File: src/rtl/muldiv_unit_if.sv
`default_nettype none
// ============================================================================
//  Module      : muldiv_unit_if
//  Description : Issue/response bundle between the pipeline (master) and the
//                iterative multiply/divide unit (slave).
//                  start_i  - request, accepted only when the unit is idle
//                  kill_i   - flush, aborts any in-flight operation
//                  funct3_i - RV M-extension funct3 selector
//                  rs1_i    - operand A (multiplicand / dividend)
//                  rs2_i    - operand B (multiplier / divisor)
//                  busy_o   - unit is not idle
//                  done_o   - one-cycle pulse, result_o valid
//                  result_o - result, held until the next accepted operation
//  Revision    : 1.0 - initial release
// ============================================================================
interface muldiv_unit_if #(
    parameter int XLEN = 32
);
    logic            start_i;
    logic            kill_i;
    logic [2:0]      funct3_i;
    logic [XLEN-1:0] rs1_i;
    logic [XLEN-1:0] rs2_i;
    logic            busy_o;
    logic            done_o;
    logic [XLEN-1:0] result_o;

    modport master (
        output start_i, kill_i, funct3_i, rs1_i, rs2_i,
        input  busy_o, done_o, result_o
    );

    modport slave (
        input  start_i, kill_i, funct3_i, rs1_i, rs2_i,
        output busy_o, done_o, result_o
    );
endinterface
`default_nettype wire

File: src/rtl/muldiv_unit.sv
`default_nettype none
// ============================================================================
//  Module      : muldiv_unit
//  Description : Iterative RV32M/RV64M multiply/divide unit. One radix-2
//                step per cycle: shift-add multiply into a 2*XLEN
//                accumulator, restoring shift-subtract divide. Operands are
//                converted to magnitudes on accept and the sign is restored
//                on the final step. Divide-by-zero and signed overflow
//                finish without iterating.
//  Ports       : clk       - clock, rising edge
//                rst_n     - asynchronous active-low reset
//                bus       - muldiv_unit_if.slave (start/kill/funct3/rs1/rs2
//                            in, busy/done/result out)
//  Options     : MULDIV_FAST_MUL_EN - when defined, funct3 0-3 use a single
//                cycle combinational multiplier; divides stay iterative.
//  Revision    : 1.0 - initial release
// ============================================================================
module muldiv_unit #(
    parameter int XLEN  = 32,
    parameter int CNT_W = $clog2(XLEN + 1)
) (
    input  logic         clk,
    input  logic         rst_n,
    muldiv_unit_if.slave bus
);

    localparam logic [XLEN-1:0]  c_zero     = '0;
    localparam logic [XLEN-1:0]  c_ones     = '1;
    localparam logic [XLEN-1:0]  c_int_min  = {1'b1, {(XLEN-1){1'b0}}};
    localparam logic [CNT_W-1:0] c_cnt_init = CNT_W'(XLEN);
    localparam logic [CNT_W-1:0] c_cnt_one  = CNT_W'(1);

    typedef enum logic [1:0] {
        S_IDLE = 2'd0,
        S_CALC = 2'd1,
        S_DONE = 2'd2
    } state_t;

    state_t            r_state, w_state_nxt;
    logic [CNT_W-1:0]  r_cnt, w_cnt_nxt;
    // Multiply: {partial high, multiplier shifting out}. Divide: {rem, quot}.
    logic [2*XLEN-1:0] r_acc, w_acc_nxt;
    logic [XLEN-1:0]   r_b, w_b_nxt;          // multiplicand or divisor magnitude
    logic [2:0]        r_op, w_op_nxt;
    logic              r_neg_q, w_neg_q_nxt;  // negate product / quotient
    logic              r_neg_r, w_neg_r_nxt;  // negate remainder (sign of A)
    logic [XLEN-1:0]   r_result, w_result_nxt;

    // ---------------- operand decode on accept ----------------
    logic [2:0]      w_f;
    logic            w_a_signed, w_b_signed, w_a_neg, w_b_neg;
    logic [XLEN-1:0] w_a_mag, w_b_mag, w_special_res;
    logic            w_div_zero, w_div_ovf;

    assign w_f        = bus.funct3_i;
    assign w_a_signed = (w_f == 3'd1) || (w_f == 3'd2) || (w_f == 3'd4) || (w_f == 3'd6);
    assign w_b_signed = (w_f == 3'd1) || (w_f == 3'd4) || (w_f == 3'd6);
    assign w_a_neg    = w_a_signed && bus.rs1_i[XLEN-1];
    assign w_b_neg    = w_b_signed && bus.rs2_i[XLEN-1];
    assign w_a_mag    = w_a_neg ? (c_zero - bus.rs1_i) : bus.rs1_i;
    assign w_b_mag    = w_b_neg ? (c_zero - bus.rs2_i) : bus.rs2_i;
    assign w_div_zero = w_f[2] && (bus.rs2_i == c_zero);
    assign w_div_ovf  = w_f[2] && !w_f[0] && (bus.rs1_i == c_int_min) && (bus.rs2_i == c_ones);
    // funct3[1] distinguishes REM/REMU from DIV/DIVU.
    assign w_special_res = w_div_zero ? (w_f[1] ? bus.rs1_i : c_ones)
                                      : (w_f[1] ? c_zero    : bus.rs1_i);

`ifdef MULDIV_FAST_MUL_EN
    // Sign-extend to 2*XLEN so the low 2*XLEN product bits are exact for
    // every signedness combination.
    logic [2*XLEN-1:0] w_fa, w_fb, w_fprod;
    logic [XLEN-1:0]   w_fast_res;
    assign w_fa       = {{XLEN{w_a_signed & bus.rs1_i[XLEN-1]}}, bus.rs1_i};
    assign w_fb       = {{XLEN{w_b_signed & bus.rs2_i[XLEN-1]}}, bus.rs2_i};
    assign w_fprod    = w_fa * w_fb;
    assign w_fast_res = (w_f == 3'd0) ? w_fprod[XLEN-1:0] : w_fprod[2*XLEN-1:XLEN];
`endif

    // ---------------- one iteration step ----------------
    logic [XLEN:0]     w_mul_sum, w_div_trial, w_div_diff;
    logic [2*XLEN-1:0] w_mul_step, w_div_step, w_step, w_prod;
    logic [XLEN-1:0]   w_quot, w_rem, w_final;

    assign w_mul_sum   = {1'b0, r_acc[2*XLEN-1:XLEN]} + (r_acc[0] ? {1'b0, r_b} : {1'b0, c_zero});
    assign w_mul_step  = {w_mul_sum, r_acc[XLEN-1:1]};
    // Trial remainder needs one extra bit: 2*rem + 1 can exceed XLEN bits.
    assign w_div_trial = r_acc[2*XLEN-1:XLEN-1];
    assign w_div_diff  = w_div_trial - {1'b0, r_b};
    assign w_div_step  = {w_div_diff[XLEN] ? w_div_trial[XLEN-1:0] : w_div_diff[XLEN-1:0],
                          r_acc[XLEN-2:0], ~w_div_diff[XLEN]};
    assign w_step      = r_op[2] ? w_div_step : w_mul_step;

    assign w_prod = r_neg_q ? ({2*XLEN{1'b0}} - w_step) : w_step;
    assign w_quot = r_neg_q ? (c_zero - w_step[XLEN-1:0]) : w_step[XLEN-1:0];
    assign w_rem  = r_neg_r ? (c_zero - w_step[2*XLEN-1:XLEN]) : w_step[2*XLEN-1:XLEN];

    always_comb begin
        w_final = w_prod[2*XLEN-1:XLEN];
        case (r_op)
            3'd0:       w_final = w_prod[XLEN-1:0];
            3'd4, 3'd5: w_final = w_quot;
            3'd6, 3'd7: w_final = w_rem;
            default:    w_final = w_prod[2*XLEN-1:XLEN];
        endcase
    end

    // ---------------- FSM: next state and datapath ----------------
    always_comb begin
        w_state_nxt  = r_state;
        w_cnt_nxt    = r_cnt;
        w_acc_nxt    = r_acc;
        w_b_nxt      = r_b;
        w_op_nxt     = r_op;
        w_neg_q_nxt  = r_neg_q;
        w_neg_r_nxt  = r_neg_r;
        w_result_nxt = r_result;
        case (r_state)
            S_IDLE: begin
                if (bus.start_i && !bus.kill_i) begin
                    w_op_nxt    = w_f;
                    w_neg_q_nxt = w_a_neg ^ w_b_neg;
                    w_neg_r_nxt = w_a_neg;
                    w_cnt_nxt   = c_cnt_init;
                    if (w_f[2]) begin
                        w_acc_nxt = {c_zero, w_a_mag};
                        w_b_nxt   = w_b_mag;
                    end else begin
                        w_acc_nxt = {c_zero, w_b_mag};
                        w_b_nxt   = w_a_mag;
                    end
                    if (w_div_zero || w_div_ovf) begin
                        w_result_nxt = w_special_res;
                        w_state_nxt  = S_DONE;
                    end
`ifdef MULDIV_FAST_MUL_EN
                    else if (!w_f[2]) begin
                        w_result_nxt = w_fast_res;
                        w_state_nxt  = S_DONE;
                    end
`endif
                    else begin
                        w_state_nxt = S_CALC;
                    end
                end
            end
            S_CALC: begin
                if (bus.kill_i) begin
                    w_state_nxt = S_IDLE;
                end else begin
                    w_acc_nxt = w_step;
                    w_cnt_nxt = r_cnt - c_cnt_one;
                    if (r_cnt == c_cnt_one) begin
                        w_result_nxt = w_final;
                        w_state_nxt  = S_DONE;
                    end
                end
            end
            S_DONE:  w_state_nxt = S_IDLE;
            default: w_state_nxt = S_IDLE;
        endcase
    end

    always_ff @(posedge clk or negedge rst_n) begin
        if (!rst_n) begin
            r_state  <= S_IDLE;
            r_cnt    <= '0;
            r_acc    <= '0;
            r_b      <= '0;
            r_op     <= '0;
            r_neg_q  <= 1'b0;
            r_neg_r  <= 1'b0;
            r_result <= '0;
        end else begin
            r_state  <= w_state_nxt;
            r_cnt    <= w_cnt_nxt;
            r_acc    <= w_acc_nxt;
            r_b      <= w_b_nxt;
            r_op     <= w_op_nxt;
            r_neg_q  <= w_neg_q_nxt;
            r_neg_r  <= w_neg_r_nxt;
            r_result <= w_result_nxt;
        end
    end

    assign bus.busy_o   = (r_state != S_IDLE);
    assign bus.done_o   = (r_state == S_DONE);
    assign bus.result_o = r_result;

endmodule
`default_nettype wire

File: src/flat_wrapper.sv
// flat-port wrapper written by rule: the top's interface ports become plain ports
module muldiv_unit_flat 
#(
    parameter int XLEN  = 32,
    parameter int CNT_W = $clog2(XLEN + 1)
)
  (clk, rst_n, bus_start_i, bus_kill_i, bus_funct3_i, bus_rs1_i, bus_rs2_i, bus_busy_o, bus_done_o, bus_result_o);
  muldiv_unit_if #(.XLEN(XLEN)) bus_i ();
  input  logic clk;
  input  logic rst_n;
  input wire logic [$bits(bus_i.start_i)-1:0] bus_start_i;
  input wire logic [$bits(bus_i.kill_i)-1:0] bus_kill_i;
  input wire logic [$bits(bus_i.funct3_i)-1:0] bus_funct3_i;
  input wire logic [$bits(bus_i.rs1_i)-1:0] bus_rs1_i;
  input wire logic [$bits(bus_i.rs2_i)-1:0] bus_rs2_i;
  output wire logic [$bits(bus_i.busy_o)-1:0] bus_busy_o;
  output wire logic [$bits(bus_i.done_o)-1:0] bus_done_o;
  output wire logic [$bits(bus_i.result_o)-1:0] bus_result_o;
  assign bus_i.start_i = bus_start_i;
  assign bus_i.kill_i = bus_kill_i;
  assign bus_i.funct3_i = bus_funct3_i;
  assign bus_i.rs1_i = bus_rs1_i;
  assign bus_i.rs2_i = bus_rs2_i;
  assign bus_busy_o = bus_i.busy_o;
  assign bus_done_o = bus_i.done_o;
  assign bus_result_o = bus_i.result_o;
  muldiv_unit #(.XLEN(XLEN), .CNT_W(CNT_W)) u_core (.clk(clk), .rst_n(rst_n), .bus(bus_i));
endmodule
File: config.mk
export PLATFORM = sky130hd
export DESIGN_NAME = muldiv_unit_flat
export DESIGN_NICKNAME = d
export VERILOG_FILES = /design/src/rtl/muldiv_unit_if.sv /design/src/rtl/muldiv_unit.sv /design/src/flat_wrapper.sv
export SDC_FILE = /design/constraint.sdc
export NUM_CORES = 1
export LEC_CHECK = 0
export ABC_AREA = 1
export BUFFER_PORTS_ARGS = -buffer_cell sky130_fd_sc_hd__buf_4
export CORE_UTILIZATION = 45
export DETAILED_ROUTE_END_ITERATION = 12
export SLEW_MARGIN = 20
export SYNTH_ARGS = -nofsm -noshare
export SYNTH_HDL_FRONTEND = slang
export SYNTH_SLANG_ARGS = --single-unit
File: constraint.sdc
create_clock -name clk -period 4.6 [get_ports clk]
set_clock_uncertainty 0.1 [all_clocks]
set_input_delay 0.46 -clock clk [delete_from_list [all_inputs] [get_ports clk]]
set_output_delay 0.46 -clock clk [all_outputs]
set_load 0.02 [all_outputs]
* Yosys cells after proc, flatten, opt, wreduce, memory -nomap -nowiden
Cells that the tools add are included.
** Cells by class
- Mux-type cells :: 30
- $add $sub $neg :: 8
- Bitwise gates (word level) :: 2
- Reductions and logical operators :: 26
- Eq/ne operators :: 18
** Operators with widths (number)
- $mux 32 :: 15
- $mux 64 :: 4
- $pmux 64 s2 :: 1
- $sub 1x32->32 const A :: 4
- $pmux 32 s3 :: 1
- $eq 32x32->1 const B :: 2
- $pmux 32 s2 :: 1
- $sub 1x64->64 const A :: 1
- $add 32x33->33 :: 1
- $sub 33x32->33 :: 1
- $logic_not 32->1 :: 1
- $eq 3x3->1 const B :: 6
- $mux 6 :: 2
- $pmux 6 s2 :: 1
- $mux 2 :: 4
- $logic_and 1x1->1 :: 7
- $eq 6x1->1 const B :: 1
- $logic_or 1x1->1 :: 6
- $ne 2x1->1 const B :: 3
- $sub 6x1->6 const B :: 1
- $reduce_and 5->1 :: 1
- $pmux 2 s2 :: 1
- $reduce_and 2->1 :: 2
- $reduce_bool 2->1 :: 2
- 13 further kinds :: 15
** Word-level totals
- Word-level logic and storage cells :: 92
- Output and inout port bits :: 34
- Flip-flop bits (word level) :: 141

* Depth between registers and ports, before layout
Gate-level depths: netlist of run 1.
- Word-level depth :: 9
- Gate-level depth with buffers :: 36
- Depth with buffers taken out :: 36

* Least setup slack after synthesis of run 1
OpenSTA, ideal clock, no wires.
- Path type :: register to register
- Start point :: register u_core.r_acc[31]
- End point :: register u_core.r_result[28], in the netlist u_core.bus.result_o[28]
- Setup time :: 0.123 ns
- Clock period less this slack :: 4.098 ns
- Data arrival time :: 3.876 ns
- Setup slack :: 0.502 ns
- Cell stages (with the launch flop) :: 36
- Path buffers :: 0
- Cells stage by stage :: dfrtp_1 -> inv_1 -> ha_1 -> inv_1 -> fa_1 -> nand2_1 -> nand2_1 -> nand3_2 -> nand2_2 -> nand2_2 -> nand2_2 -> nand2_4 -> nand3_2 -> nand3_2 -> nand2_2 -> inv_2 -> ha_1 -> nand3_1 -> nor2_1 -> nand2_1 -> nor2_2 -> nand3_1 -> nor3_2 -> nand2_1 -> nor3_2 -> nand3_1 -> nor2_1 -> nand3_1 -> nand2_1 -> nand2_1 -> nand2_1 -> nand3_1 -> nand2_1 -> inv_1 -> nand2_1 -> a21oi_2
** Between the ends
- Cells in the longest elaborated chain, start to end :: 9
- Elaborated cells on any way between the ends :: 14
- Those cells by class :: 4 x add/sub; 9 x mux; 1 x bitwise
** Ends and longest elaborated chain
- from (decl) :: line muldiv_unit.sv:42 : logic [2*XLEN-1:0] r_acc, w_acc_nxt;
- from (signal assigned) :: line muldiv_unit.sv:176 : r_acc <= w_acc_nxt;
- $sub 33x32->33 :: line muldiv_unit.sv:88 : assign w_div_diff = w_div_trial - {1'b0, r_b};
- $mux 32 / $not 1->1 (equally long branches) :: line muldiv_unit.sv:89, muldiv_unit.sv:90
- $mux 64 * :: line muldiv_unit.sv:91 : assign w_step = r_op[2] ? w_div_step : w_mul_step;
- $sub 1x64->64 (tied with other cells) :: line muldiv_unit.sv:93 : assign w_prod = r_neg_q ? ({2*XLEN{1'b0}} - w_step) : w_step;
- $mux 64 (tied with other cells) :: line muldiv_unit.sv:93
- $pmux 32 s3 * :: line muldiv_unit.sv:99 : case (r_op)
- $mux 32 * :: line muldiv_unit.sv:152 : if (r_cnt == c_cnt_one) begin
- $mux 32 * :: line muldiv_unit.sv:147 : if (bus.kill_i) begin
- $pmux 32 s2 * :: line muldiv_unit.sv:117 : case (r_state)
- to (signal assigned) :: line muldiv_unit.sv:181 : r_result <= w_result_nxt;
- to (decl) :: line muldiv_unit.sv:47 : logic [XLEN-1:0] r_result, w_result_nxt;
Every way passes the cells marked *; elsewhere a longest branch is shown, timed or not. The select of a mux whose other input is x is not followed.
A chain may end at the register's enable or synchronous reset.

* Worst setup path in the final report of run 1
Ends and elaborated chain as after synthesis.

==> summary.md, run 1 <==
| Metric | Value |
|---|---|
| Longest Clk Path Bufs | 2 |
| CP Buf/Inv Count | 4 |
| Gp weighted congestion | 1.097 |
| Synth area leaders | dfrtp_1, nand2_1, inv_1, nand3_1, nor2_1 |
| Yosys reg bits | approximately 140 |
| Initial antenna violation count | 1 |
| Seq/Total Area, Yosys | 0.1931 |
| Routed WL | 89,310 µm |
| # DRC | 0 |
| Routed len/inst | about 23 µm |
| Final period util | 0.9725 |
| Vias in the first global route | about 21,000 |
| CTS tree | built |
| H-tree depth | 4 |
| Max_cap viols | 0 |
| Largest net degree at the start of global routing | 93 |
| CP endpoint kind | flip-flop |
| Remaining antenna violation count | 0 |
| Commonest non-fill, non-tap cells in the layout | nand2_1, inv_1, nor2_1 |
| Die area | slightly above 40,000 µm² |
| Min-delay src | bus_kill_i |
| Layout Nets | ~3,400 |
| Reg2reg setup slack | 130 ps |
| Critical path startpoint | u_core.r_acc[31] |
| Mapped cell area | 18,270 µm² |
| Detailed Routing Iterations Pass 1 | 8 |
| Syn nets | 3,285 |
| Setup TNS | 0 ps |
| Max_slew headroom | 0.2901 |
| Critical Path Fanout Max | 4 |
| Final Hold Fails | 0 |
| Total congestion overflow | 0 |
| GRT Overall Usage | 0.4312 |
| Crit path launch type | flip-flop |
| WS Path Type | reg -> reg |
| Starting Density | 0.4578 |
| # IOs | 105 |
| CTS sink cnt | ~140 |
| Crit-path max cell delay | 390 ps |
| Final Util | 0.5217 |
| Yosys top cell area share | 0.1931 |
| Warnings from Yosys | 0 |
| FMAX | 223.5 MHz |
| WP data required | a little under 5000 ps |
| CTS clock-pin slew for the worst setup and hold paths | 70 ps |
| Commonest non-fill, non-tap cell in the layout | nand2_1 |
| CP max-delay cell | dfrtp_1 |
| Mean area per synthesized cell | 5.817 µm² |
| DR vias/cell | a little under 6 |
| PortBufs | 104 |
| Height of the die | between 200 and 250 µm |
| ANT cells | 0 |
| CTS root buffer | clkbuf_16 |
| Floorplan row count | 73 |
| Num CTS Buffers | 17 |
| Core area | approximately 40,000 µm² |
| Hold Path Class | in -> reg |
| Clock latency on the worst-skew pair | slightly above 500 ps |
| Cells after Synth | between 3,000 and 4,000 |
| DP HPWL | between 70,000 and 80,000 µm |
| Design Area, Final | 20,820 µm² |
| Minimum clock period | around 4500 ps |
| Netlist cell types | between 50 and 60 |
| RSZ-0062 raised after global routing | true |
| Area Growth Syn to Fin | 13.97% |
| Final setup viols | 0 |
| Most used cell, CP | nand2_2 |
| Outcome | completed |
| Hold slack | around 54 ps |
| Reg2reg start | u_core.r_acc[31] |
| Final Max Tran Viols | 0 |
| Vias after detailed routing | 22,500 |
| Share of cells above drive strength 1 | 0.1327 |
| Worst-Margin Slew | between 1000 and 1500 ps |
| Die width | 203.5 µm |
| First-pass GRT wire length | between 100,000 and 150,000 µm |
| Critical path's top delay family | simple AND/OR/NAND/NOR gates |
| Critical Path AT | about 4800 ps |
| Iter 0 DRT Violations | between 2,000 and 3,000 |
| Area after DPL | 19,980 µm² |
| Synth area leader | dfrtp_1 |
==> flip-flops by register name (all words and copies together), names as in the netlist <==
signal	flops
u_core.r_cnt	6
u_core.r_state	2
u_core.r_b	32
u_core.bus.result_o	32
u_core.r_op	3
u_core.r_neg_q	1
u_core.r_neg_r	1
u_core.r_acc	64
==> synthesized netlist by cell type (all sizes together) <==
library cell,number
a21o,4
o21a,1
a2111oi,1
o31ai,6
o211ai,45
o21ai,227
dlymetal6s2s,1
or2,11
a21oi,139
nor3,26
xor2,80
inv,456
ha,71
and3,3
o21bai,7
nand3b,16
o22ai,30
nand2,971
a22oi,5
clkbuf,83
dfrtp,141
a211oi,8
o41ai,1
and2,3
nor2,337
clkinv,2
a31oi,40
nand3,316
xnor2,18
o221ai,17
buf,31
nor4,14
fa,2
nand4,28
==> per-layer routing <==
metal	up-vias	global-route usage	wire length [µm]
met5	-	0.02381	131
met4	2	0.2975	6951
met3	311	0.09460	9287
met2	1355	0.6865	39550
met1	10390	0.5160	33380
li1	10440	-	-
==> repair_timing <==
item                                    in CTS  in global routing
endpoints found under the setup margin       0                 25
hold buffers                                 1                  0
endpoints found under the hold margin       67                  0
gates resized for setup                      0                 42
buffers inserted                             0                 11
==> through the flow <==
step,cells,worst slack (ps)
final,3817,126.4
after global routing,3817,-176.9
after CTS,3806,61.07
after detailed placement,3773,75.81
after global placement,3773,176.0
after floorplan,3141,501.7
==> area by class of cell <==
class,instances,area [µm²]
inverter,458,1724
timing repair buffer,234,1763
tap,525,656.9
fill,4245,19090
sequential,141,3535
multi-input combinational,2427,12560
clock buffer,17,425.4
clock inverter,15,157.7
==> cells by family after synthesis <==
| kind of cell | after synthesis | synth area share |
|---|---|---|
| AND/OR/NAND/NOR | 1725 | 0.4111 |
| buffers and inverters | 573 | 0.1286 |
| AO/OA/AOI/OAI | 531 | 0.1693 |
| flip-flops | 141 | 0.1931 |
| XOR/XNOR | 98 | 0.04698 |
| adder cells (fa/ha/maj) | 73 | 0.05081 |
==> worst paths after layout <==
check                                               end  cells past startpoint
worst max-delay path            u_core.bus.result_o[28]                     35
worst min-delay path                  u_core.r_state[1]                      2
worst max register to register  u_core.bus.result_o[28]                     35
worst min register to register          u_core.r_cnt[2]                      1
max in group asynchronous       u_core.bus.result_o[31]                      3
min in group asynchronous              u_core.r_acc[59]                      2
Power of run 1 is left out: the tool's default activity adds up to more than one toggle a clock period on the data nets, which glitch-free logic cannot reach.
==> inputs of run 2 (changes only) <==
REMOVE_ABC_BUFFERS = 1   (was default)
TNS_END_PERCENT = 10   (was default)
==> run 2 against run 1 <==
Compared with the run above: the run now ends with negative hold slack left; critical path depth decreased by 2; highest routed layer is now met4; flip-flop and latch count unchanged; non-clock buffer count increased by 13; design area increased by 1.5%; first-iteration DRC count increased by 4.0%.
==> summary.md, run 2 (synthesized netlist as in run 1, its figures left out) <==
| Metric | Value |
|---|---|
| Num CTS Buffers | 17 (unchanged) |
| Final setup viols | 0 (unchanged) |
| Leak | 10.94 nW |
| Post-Place Cells | 3,793 (+0.53%) |
| Final Hold Fails | 30 (+30) |
| FMAX | 228.1 MHz (+2.0%) |
| Critical Path AT | 4680 ps (-80 ps) |
| Worst-Margin Slew | 1140 ps (+81.81 ps) |
| Final Max Tran Viols | 0 (unchanged) |
| Reg2reg setup slack | 220 ps (+90 ps) |
| Outcome | complete, but fails checks |
| Floorplan row count | 73 (unchanged) |
| Clock latency on the worst-skew pair | 470 ps (-40 ps) |
| WS Path Type | reg -> reg |
| Max reg flops | 64 (unchanged) |
| Biggest register | u_core.r_acc |
| Commonest non-fill, non-tap cells in the layout | nand2_1, inv_1, nor2_1 |
| Max_slew headroom | 0.2391 (-0.05100) |
| # DRC | 0 (unchanged) |
| CP Buf/Inv Count | 4 (unchanged) |
| Vias after detailed routing | 22,480 (-0.089%) |
| Sequential share of power | 0.120 |
| DP HPWL | 70,110 µm (-2.4%) |
| Vias in the first global route | 21,290 (+0.34%) |
| Die width | 203.5 µm (unchanged) |
| Failing checks | negative hold slack |
| Layout Nets | 3,436 (+0.38%) |
| Share of cells above drive strength 1 | 0.1413 (+0.008555) |
| Remaining antenna violation count | 0 (unchanged) |
| Die area | 41,410 µm² (unchanged) |
| GRT Overall Usage | 0.4170 (-0.01415) |
| Int Pwr | between 0.007 and 0.008 W |
| CTS tree | built |
| Hold slack | -36.76 ps (-90.72 ps) |
| Switch share | 0.6068 |
| WP data required | 4900 ps (+20 ps) |
| Critical path's top delay family | simple AND/OR/NAND/NOR gates |
| Most used cell, CP | nand2_2 |
| Minimum clock period | 4384 ps (-89.56 ps) |
| Core area | 39,910 µm² (unchanged) |
| Iter 0 DRT Violations | 2,749 (+4.0%) |
| Gp weighted congestion | 1.092 (-0.43%) |
| Initial antenna violation count | 1 (unchanged) |
| # IOs | 105 (unchanged) |
| Post-route insts no fill | 3,830 (+0.34%) |
| CTS root buffer | clkbuf_16 |
| CP endpoint kind | flip-flop |
| Hold Path Class | in -> async |
| Switching pwr | 0.01199 W |
| Total congestion overflow | 0 (unchanged) |
| CTS sink cnt | 141 (unchanged) |
| Detailed Routing Iterations Pass 1 | 6 (-2) |
| DR vias/cell | 5.870 (-0.43%) |
| Largest net degree at the start of global routing | 85 (-8.6%) |
| Height of the die | 203.5 µm (unchanged) |
| Peak VDD IR | 0.4834 mV |
| Routed len/inst | 22.71 µm (-3.0%) |
| Combinational fraction of design power | 0.801 |
| Routed WL | 86,960 µm (-2.6%) |
| Area Growth Syn to Fin | 15.71% |
| Clock Power Share | 0.079 |
| CP max-delay cell | dfrtp_1 |
| Starting Density | 0.4578 (unchanged) |
| Max_cap viols | 0 (unchanged) |
| Crit-path max cell delay | 390 ps (about the same) |
| Commonest non-fill, non-tap cell in the layout | nand2_1 |
| Final period util | 0.9531 (-0.01947) |
| H-tree depth | 4 (unchanged) |
| Fill cell count | 4,138 (-2.5%) |
| Longest Clk Path Bufs | 2 (unchanged) |
| ANT cells | 0 (unchanged) |
| Critical Path Fanout Max | 4 (unchanged) |
| Pwr dens | between 900 and 1000 nW/µm² |
| Tot Pwr | roughly 0.020 W |
| PortBufs | 104 (unchanged) |
| First-pass GRT wire length | 127,800 µm (-2.1%) |
| RSZ-0062 raised after global routing | true |
| CTS clock-pin slew for the worst setup and hold paths | 70 ps (about the same) |
| Crit path launch type | flip-flop |
[run 2: routing by layer]
layer,vias up,global-route usage,part of all wire,routed length [µm]
li1,10490,-,-,-
met4,0,0.2444,0.059,5173
met2,1299,0.6715,0.45,39110
met1,10480,0.5208,0.39,34250
met3,214,0.07574,0.097,8423
met5,-,0,0,0
[run 2: stage by stage]
stage	utilization	hold WS (ps)	worst slack, ps	area, µm²	TNS (ps)
6_report	0.5297	-36.76	215.9	21140	0
5_1_grt	0.5297	38.34	-75.60	21140	-273.9
4_1_cts	0.5206	13.60	150.3	20780	0
3_5_place_dp	0.5048	399.4	187.6	20150	0
3_3_place_gp	0.5048	385.1	178.7	20150	0
2_1_floorplan	-	64.41	-1102	17650	-19040
[run 2: area by class of cell]
| type | count | area [µm²] | share of cell area |
|---|---|---|---|
| Multi-Input combinational cell | 2427 | 12710 | 0.6012 |
| Sequential cell | 141 | 3535 | 0.1672 |
| Timing Repair Buffer | 247 | 1883 | 0.08907 |
| Inverter | 458 | 1724 | 0.08155 |
| Tap cell | 525 | 656.9 | 0.03107 |
| Clock buffer | 19 | 442.9 | 0.02095 |
| Clock inverter | 13 | 188.9 | 0.008936 |
[run 2: power groups by stage]
stage | registers (W) | clock network [W] | logic, W
after floorplan | 0.00250 | 0 | 0.00914
after global placement | 0.00231 | 0 | 0.0148
after detailed placement | 0.00234 | 0 | 0.0149
after CTS | 0.00232 | 0.00156 | 0.0150
after global routing | 0.00243 | 0.00160 | 0.0171
final | 0.00237 | 0.00156 | 0.0158
[run 2: path summary, 6_finish.rpt]
kind                                      endpoint              from  cells past startpoint
max                        u_core.bus.result_o[14]  u_core.r_acc[31]                     33
min                               u_core.r_acc[60]             rst_n                      1
max reg2reg                u_core.bus.result_o[14]  u_core.r_acc[31]                     33
min reg2reg                        u_core.r_cnt[2]   u_core.r_cnt[2]                      1
max in group asynchronous           u_core.r_op[2]             rst_n                      2
min in group clk                 u_core.r_state[1]        bus_kill_i                      2
[run 2: timing repair]
action                                  in CTS  in global routing
endpoints found under the setup margin       0                 20
buffers inserted                             0                  5
gates resized for setup                      0                 54
hold buffers                                 0                  0
[run 2: worst reg2reg max path, delay by kind of cell, from the launching register on]
kind	cells	cell delay, ps
DFF	1	390
buffers and inverters	4	370
adders and majority gates	3	660
and+or+nand+nor	23	2480
AOI/OAI and AO/OA	3	330
Note: power is estimated with default switching activity, not from simulation.
